===== config.mk =====
export PLATFORM = sky130hd
export DESIGN_NAME = ccm_accumulator
export DESIGN_NICKNAME = d
export VERILOG_FILES = /design/src/rtl/ccm_accumulator.sv
export SDC_FILE = /design/constraint.sdc
export NUM_CORES = 1
export LEC_CHECK = 0
export ABC_AREA = 1
export CAP_MARGIN = 40
export CORE_MARGIN = 4
export CORE_UTILIZATION = 35
export CTS_CLUSTER_SIZE = 24
export DETAILED_ROUTE_END_ITERATION = 16
export DONT_BUFFER_PORTS = 1
export PLACE_DENSITY = 0.47
export SLEW_MARGIN = 20
export SYNTH_ARGS = -nofsm -noshare
export SYNTH_HDL_FRONTEND = slang
export SYNTH_SLANG_ARGS = --single-unit
export TNS_END_PERCENT = 20

===== constraint.sdc =====
create_clock -name clk -period 2.16 [get_ports clk]
set_clock_uncertainty 0.2 [all_clocks]
set_input_delay 0.108 -clock clk [delete_from_list [all_inputs] [get_ports clk]]
set_output_delay 0.108 -clock clk [all_outputs]
set_load 0.02 [all_outputs]

===== src/rtl/ccm_accumulator.sv =====
// CCM accumulator: signs and sums the nine LUT products per output channel, clamps to 8 bits, 3-cycle latency.
// Optional `CCM_SAT_CNT_EN adds sat_count, the number of clamped pixels in the previous frame.
module ccm_accumulator #(
  parameter logic [8:0] SIGN_MASK = 9'b000000000,
  parameter int         PROD_W    = 12,
  parameter int         SUM_W     = 15
) (
  input  logic              clk,
  input  logic              rst,
  input  logic              in_de,
  input  logic              in_hsync,
  input  logic              in_vsync,
  input  logic [PROD_W-1:0] p_rr,
  input  logic [PROD_W-1:0] p_rg,
  input  logic [PROD_W-1:0] p_rb,
  input  logic [PROD_W-1:0] p_gr,
  input  logic [PROD_W-1:0] p_gg,
  input  logic [PROD_W-1:0] p_gb,
  input  logic [PROD_W-1:0] p_br,
  input  logic [PROD_W-1:0] p_bg,
  input  logic [PROD_W-1:0] p_bb,
  input  logic [7:0]        in_r,
  input  logic [7:0]        in_g,
  input  logic [7:0]        in_b,
  input  logic              bypass,
  output logic              out_de,
  output logic              out_hsync,
  output logic              out_vsync,
  output logic [7:0]        out_r,
  output logic [7:0]        out_g,
  output logic [7:0]        out_b
`ifdef CCM_SAT_CNT_EN
  ,
  output logic [23:0]       sat_count
`endif
);

  logic [8:0][PROD_W-1:0] prod_in;
  logic [8:0][PROD_W-1:0] s1_prod;
  logic [2:0][7:0]        s1_raw;
  logic [2:0][7:0]        s2_raw;
  logic                   s1_de, s1_hs, s1_vs, s1_byp;
  logic                   s2_de, s2_hs, s2_vs, s2_byp;
  logic                   bypass_active;
  logic                   vs_rise;
  logic                   mode_next;
  logic signed [SUM_W-1:0] sum    [3];
  logic signed [SUM_W-1:0] s2_sum [3];

  function automatic logic signed [SUM_W-1:0] signed_term(input logic [PROD_W-1:0] mag,
                                                          input logic neg);
    logic signed [SUM_W-1:0] ext;
    ext = $signed({{(SUM_W-PROD_W){1'b0}}, mag});
    return neg ? -ext : ext;
  endfunction

  function automatic logic is_clip(input logic signed [SUM_W-1:0] s);
    return s[SUM_W-1] | (s > SUM_W'(255));
  endfunction

  function automatic logic [7:0] clamp8(input logic signed [SUM_W-1:0] s);
    if (s[SUM_W-1])
      return 8'd0;
    else if (s > SUM_W'(255))
      return 8'hFF;
    return s[7:0];
  endfunction

  // Product index matches SIGN_MASK bit order: 8 = rr ... 0 = bb
  assign prod_in = {p_rr, p_rg, p_rb, p_gr, p_gg, p_gb, p_br, p_bg, p_bb};

  // The mode travels with each pixel so the vsync pixel already uses the newly latched mode
  assign vs_rise   = in_vsync & ~s1_vs;
  assign mode_next = vs_rise ? bypass : bypass_active;

  always_ff @(posedge clk) begin
    if (rst) begin
      s1_prod       <= '0;
      s1_raw        <= '0;
      s1_de         <= 1'b0;
      s1_hs         <= 1'b0;
      s1_vs         <= 1'b0;
      s1_byp        <= 1'b0;
      bypass_active <= 1'b0;
    end else begin
      s1_prod       <= prod_in;
      s1_raw        <= {in_b, in_g, in_r};
      s1_de         <= in_de;
      s1_hs         <= in_hsync;
      s1_vs         <= in_vsync;
      s1_byp        <= mode_next;
      bypass_active <= mode_next;
    end
  end

  always_comb begin
    sum[0] = signed_term(s1_prod[8], SIGN_MASK[8]) + signed_term(s1_prod[5], SIGN_MASK[5])
           + signed_term(s1_prod[2], SIGN_MASK[2]);
    sum[1] = signed_term(s1_prod[7], SIGN_MASK[7]) + signed_term(s1_prod[4], SIGN_MASK[4])
           + signed_term(s1_prod[1], SIGN_MASK[1]);
    sum[2] = signed_term(s1_prod[6], SIGN_MASK[6]) + signed_term(s1_prod[3], SIGN_MASK[3])
           + signed_term(s1_prod[0], SIGN_MASK[0]);
  end

  always_ff @(posedge clk) begin
    if (rst) begin
      for (int y = 0; y < 3; y++) s2_sum[y] <= '0;
      s2_raw <= '0;
      s2_de  <= 1'b0;
      s2_hs  <= 1'b0;
      s2_vs  <= 1'b0;
      s2_byp <= 1'b0;
    end else begin
      for (int y = 0; y < 3; y++) s2_sum[y] <= sum[y];
      s2_raw <= s1_raw;
      s2_de  <= s1_de;
      s2_hs  <= s1_hs;
      s2_vs  <= s1_vs;
      s2_byp <= s1_byp;
    end
  end

  // Blanking samples output black regardless of mode
  always_ff @(posedge clk) begin
    if (rst) begin
      out_de    <= 1'b0;
      out_hsync <= 1'b0;
      out_vsync <= 1'b0;
      out_r     <= 8'd0;
      out_g     <= 8'd0;
      out_b     <= 8'd0;
    end else begin
      out_de    <= s2_de;
      out_hsync <= s2_hs;
      out_vsync <= s2_vs;
      if (!s2_de) begin
        out_r <= 8'd0;
        out_g <= 8'd0;
        out_b <= 8'd0;
      end else if (s2_byp) begin
        out_r <= s2_raw[0];
        out_g <= s2_raw[1];
        out_b <= s2_raw[2];
      end else begin
        out_r <= clamp8(s2_sum[0]);
        out_g <= clamp8(s2_sum[1]);
        out_b <= clamp8(s2_sum[2]);
      end
    end
  end

`ifdef CCM_SAT_CNT_EN
  logic [23:0] sat_run;
  logic        sat_pix;

  assign sat_pix = s2_de & ~s2_byp &
                   (is_clip(s2_sum[0]) | is_clip(s2_sum[1]) | is_clip(s2_sum[2]));

  always_ff @(posedge clk) begin
    if (rst) begin
      sat_run   <= 24'd0;
      sat_count <= 24'd0;
    end else if (vs_rise) begin
      sat_count <= sat_run;
      sat_run   <= 24'd0;
    end else if (sat_pix && (sat_run != 24'hFFFFFF)) begin
      sat_run <= sat_run + 24'd1;
    end
  end
`endif

endmodule

==> impl_metrics.csv <==
group,metric,value,unit
synth,synth_compound_area_frac,0.05128,
grt,grt_usage,0.1528,
timing,min_period,2311,ps
clocking,cts_buffers,26,
critical_path,crit_arrival,2530,ps
clocking,clock-root-buffer,"clkbuf_16",
timing,hold_violations,0,
pwr,combPwrFrac,0.162,
floorplan,std_cell_rows,59,
layout,fin_cells,1751,
placement,hpwl,14340,um
layout,final_common_cell,"nor2_1",
clocking,tritoncts,"done",
pwr,p_int,8.285,mW
critical_path,endpoint_kind,"register",
synth,ys_seq_elements,233,
drt,num_vias,7509,
synth,yosysSeqAreaShare,0.4952,
worst_hold_path,hold_path.class,"primary input to register",
drt,drtIter0Drc,333,
drt,drtPass1Iterations,6,
drt,drt_wl_total,22610,um
timing,drv_slew,0,
floorplan,die_w,172.0,um
critical_path,critical_path.startpoint,"s1_prod[25]",
clocking,htreeDepth,1,
clocking,cts.sinks,233,
synth,syn-cell-area,9419,sq um
critical_path,startpoint_type,"register",
flow_run,drv_cap,0,
critical_path,regToRegStartpoint,"s1_prod[25]",
placement,postPlaceCellArea,9871,sq um
pwr,sequentialPowerShare,0.426,
layout,final_area,13070,sq um
layout,final_cell_mix,"nor2_1, inv_1, dfxtp_1, dlygate4sd3_1, nand2_1",
timing,worstMarginPinSlew,703.4,ps
drt,drcViolationCount,0,
layout,syn2layout_area_growth,38.80,%
placement,portBuffers,0,
layout,drive_gt1_frac,0.1010,
drt,wl_per_cell,12.91,um
floorplan,dieArea,29600,sq um
synth,synthCells,1174,
outcome,status,"complete, but fails checks",
synth,synth-xor-area-share,0.001860,
pwr,power_density,848.5,nW/um^2
synth,yosysUniqueCellTypes,27,
layout,final_core_util,0.4975,
pwr,peakVddDrop,0.0006339,V
layout,area.sequential,4669,sq um
worst_hold_path,min_from,"p_rg[5]",
timing,fin_ws,-151.0,ps
timing,finalCritPeriodShare,1.070,
placement,gp_congestion,0.8025,
layout,nFillCells,2529,
layout,antenna_cells,0,
pwr,leakagePower,6.649,nW
grt,grt_overflow,0,
synth,avgSynthCellArea,8.023,sq um
synth,syn-num-nets,1384,
clocking,clock_path_buffers,3,
synth,synthSimpleGateAreaFrac,0.2011,
timing,setup_viol,14,
critical_path,cp.required,2380,ps
timing,max_slew_margin,0.5306,
floorplan,ios,165,
synth,synth_top_family_by_area,"simple AND/OR/NAND/NOR gates",
placement,dp.cells,1504,
clocking,clk-insertion-delay-late,520,ps
layout,multiInputGateArea,3869,sq um
synth,yosys_warnings,0,
timing,final.setup.tns,-885.1,ps
pwr,power,11.09,mW
pwr,p_sw_frac,0.2531,
grt,grt_max_degree,101,
critical_path,path_max_fanout,4,
timing,grt_setup_unrepaired,"yes",
grt,antenna_found_initial,1,
clocking,clk_pin_slew,60,ps
timing,fmax,432.7,MHz
critical_path,reg2reg_slack,-150,ps
layout,nets,1607,
synth,synth_fa_ha_area_frac,0.1267,
floorplan,initial_core_util,0.3584,
pwr,p_switching,2.807,mW
outcome,violations,"negative setup slack",
grt,grt_pass1_wl,36710,um
grt,grt_pass1_vias,7665,
floorplan,core,26280,sq um
pwr,p_clk_frac,0.412,
floorplan,die_h,172.0,um
drt,ant_nets,0,
critical_path,critPathKind,"register to register",
drt,viasPerCell,4.288,
synth,synth_mux_area_frac,0,
-- Yosys cell counts --
cell type / count / share of area
o21ai_0: 33 / 0.018
o21ai_1: 3 / 0.0016
fa_1: 39 / 0.083
nand4_1: 5 / 0.0033
clkbuf_8: 1 / 0.0015
nor2_4: 1 / 0.0012
a21oi_2: 1 / 0.00093
xnor2_1: 1 / 0.00093
inv_1: 268 / 0.11
clkbuf_1: 6 / 0.0024
xor2_1: 1 / 0.00093
nor3_2: 3 / 0.0032
clkbuf_2: 1 / 0.00053
buf_2: 20 / 0.011
nand2_1: 163 / 0.065
nand3_2: 4 / 0.0043
dfxtp_1: 233 / 0.50
o21ai_4: 1 / 0.0017
nand2_2: 1 / 0.00066
nor2_1: 270 / 0.11
buf_6: 1 / 0.0012
a21oi_1: 52 / 0.028
nand3_1: 27 / 0.014
nor3_1: 3 / 0.0016
buf_4: 1 / 0.00080
ha_1: 33 / 0.044
o21ai_2: 2 / 0.0019
-- layer usage --
layer	track usage	vias to the layer above	wire length [um]
met5	0	-	13
met4	0.03725	2	537
met3	0.02515	37	929
met2	0.2675	154	10850
met1	0.1979	3440	10270
li1	-	3876	-
-- repair_timing --
action / CTS / global route
pin swaps: 12 / 10
hold buffers: 196 / 0
buffers inserted: 1 / 2
setup endpoints to repair: 22 / 33
gates resized for setup: 25 / 35
hold endpoints to repair: 233 / 0
-- layout make-up --
type,instances,area share
clock inverter,9,0.009857
inverter,268,0.07694
sequential,233,0.3572
clock buffer,38,0.05943
tap,335,0.03206
multi-input combinational,643,0.2959
timing repair buffer,225,0.1686
-- through the flow --
| stage | worst slack, ps | hold slack (ps) |
|---|---|---|
| floorplan | -137.1 | 14.97 |
| global placement | -169.1 | -6.118 |
| detailed placement | -207.7 | -4.185 |
| CTS | -148.1 | 1.829 |
| global route | -256.2 | 9.694 |
| finish | -151.0 | 33.28 |
-- logic make-up (layout without fill, tap and decap cells) --
| logic type | after synthesis | count (layout) |
|---|---|---|
| AOI/OAI and AO/OA | 92 | 92 |
| adders and majority gates | 72 | 72 |
| buffers and inverters | 298 | 540 |
| xor gates and xnor gates | 2 | 2 |
| DFF | 233 | 233 |
| and+or+nand+nor | 477 | 477 |
-- worst paths after layout --
kind                       end  depth (start not counted)
hold / removal     s1_prod[89]                          3
hold reg to reg      s2_raw[1]                          2
setup reg to reg  s2_sum[0][9]                         10
setup / recovery  s2_sum[0][9]                         10
-- critical path, stage by stage (launching register included) --
cell     delay (ps)
dfxtp_2         320
fa_1            530
ha_2            180
inv_2            40
fa_2            320
inv_2            80
nand2_4          50
o21ai_4         160
nand3_2         120
a21oi_2         140
nor2_1           50
-- power groups by stage --
stage	Sequential, mW	Combinational, mW	Clock, mW
floorplan	4.79	0.990	0
global placement	4.81	1.33	0
detailed placement	4.82	1.33	0
CTS	4.72	1.70	4.69
global route	4.75	2.07	4.86
finish	4.72	1.80	4.57
-- registers in the layout, indices dropped and copies added (netlist names), 8 cells and up --
register,flops
out_r,8
s2_raw,24
s1_prod,108
out_g,8
s1_raw,24
out_b,8
s2_sum,42
Power figures use the tool's default switching activity.
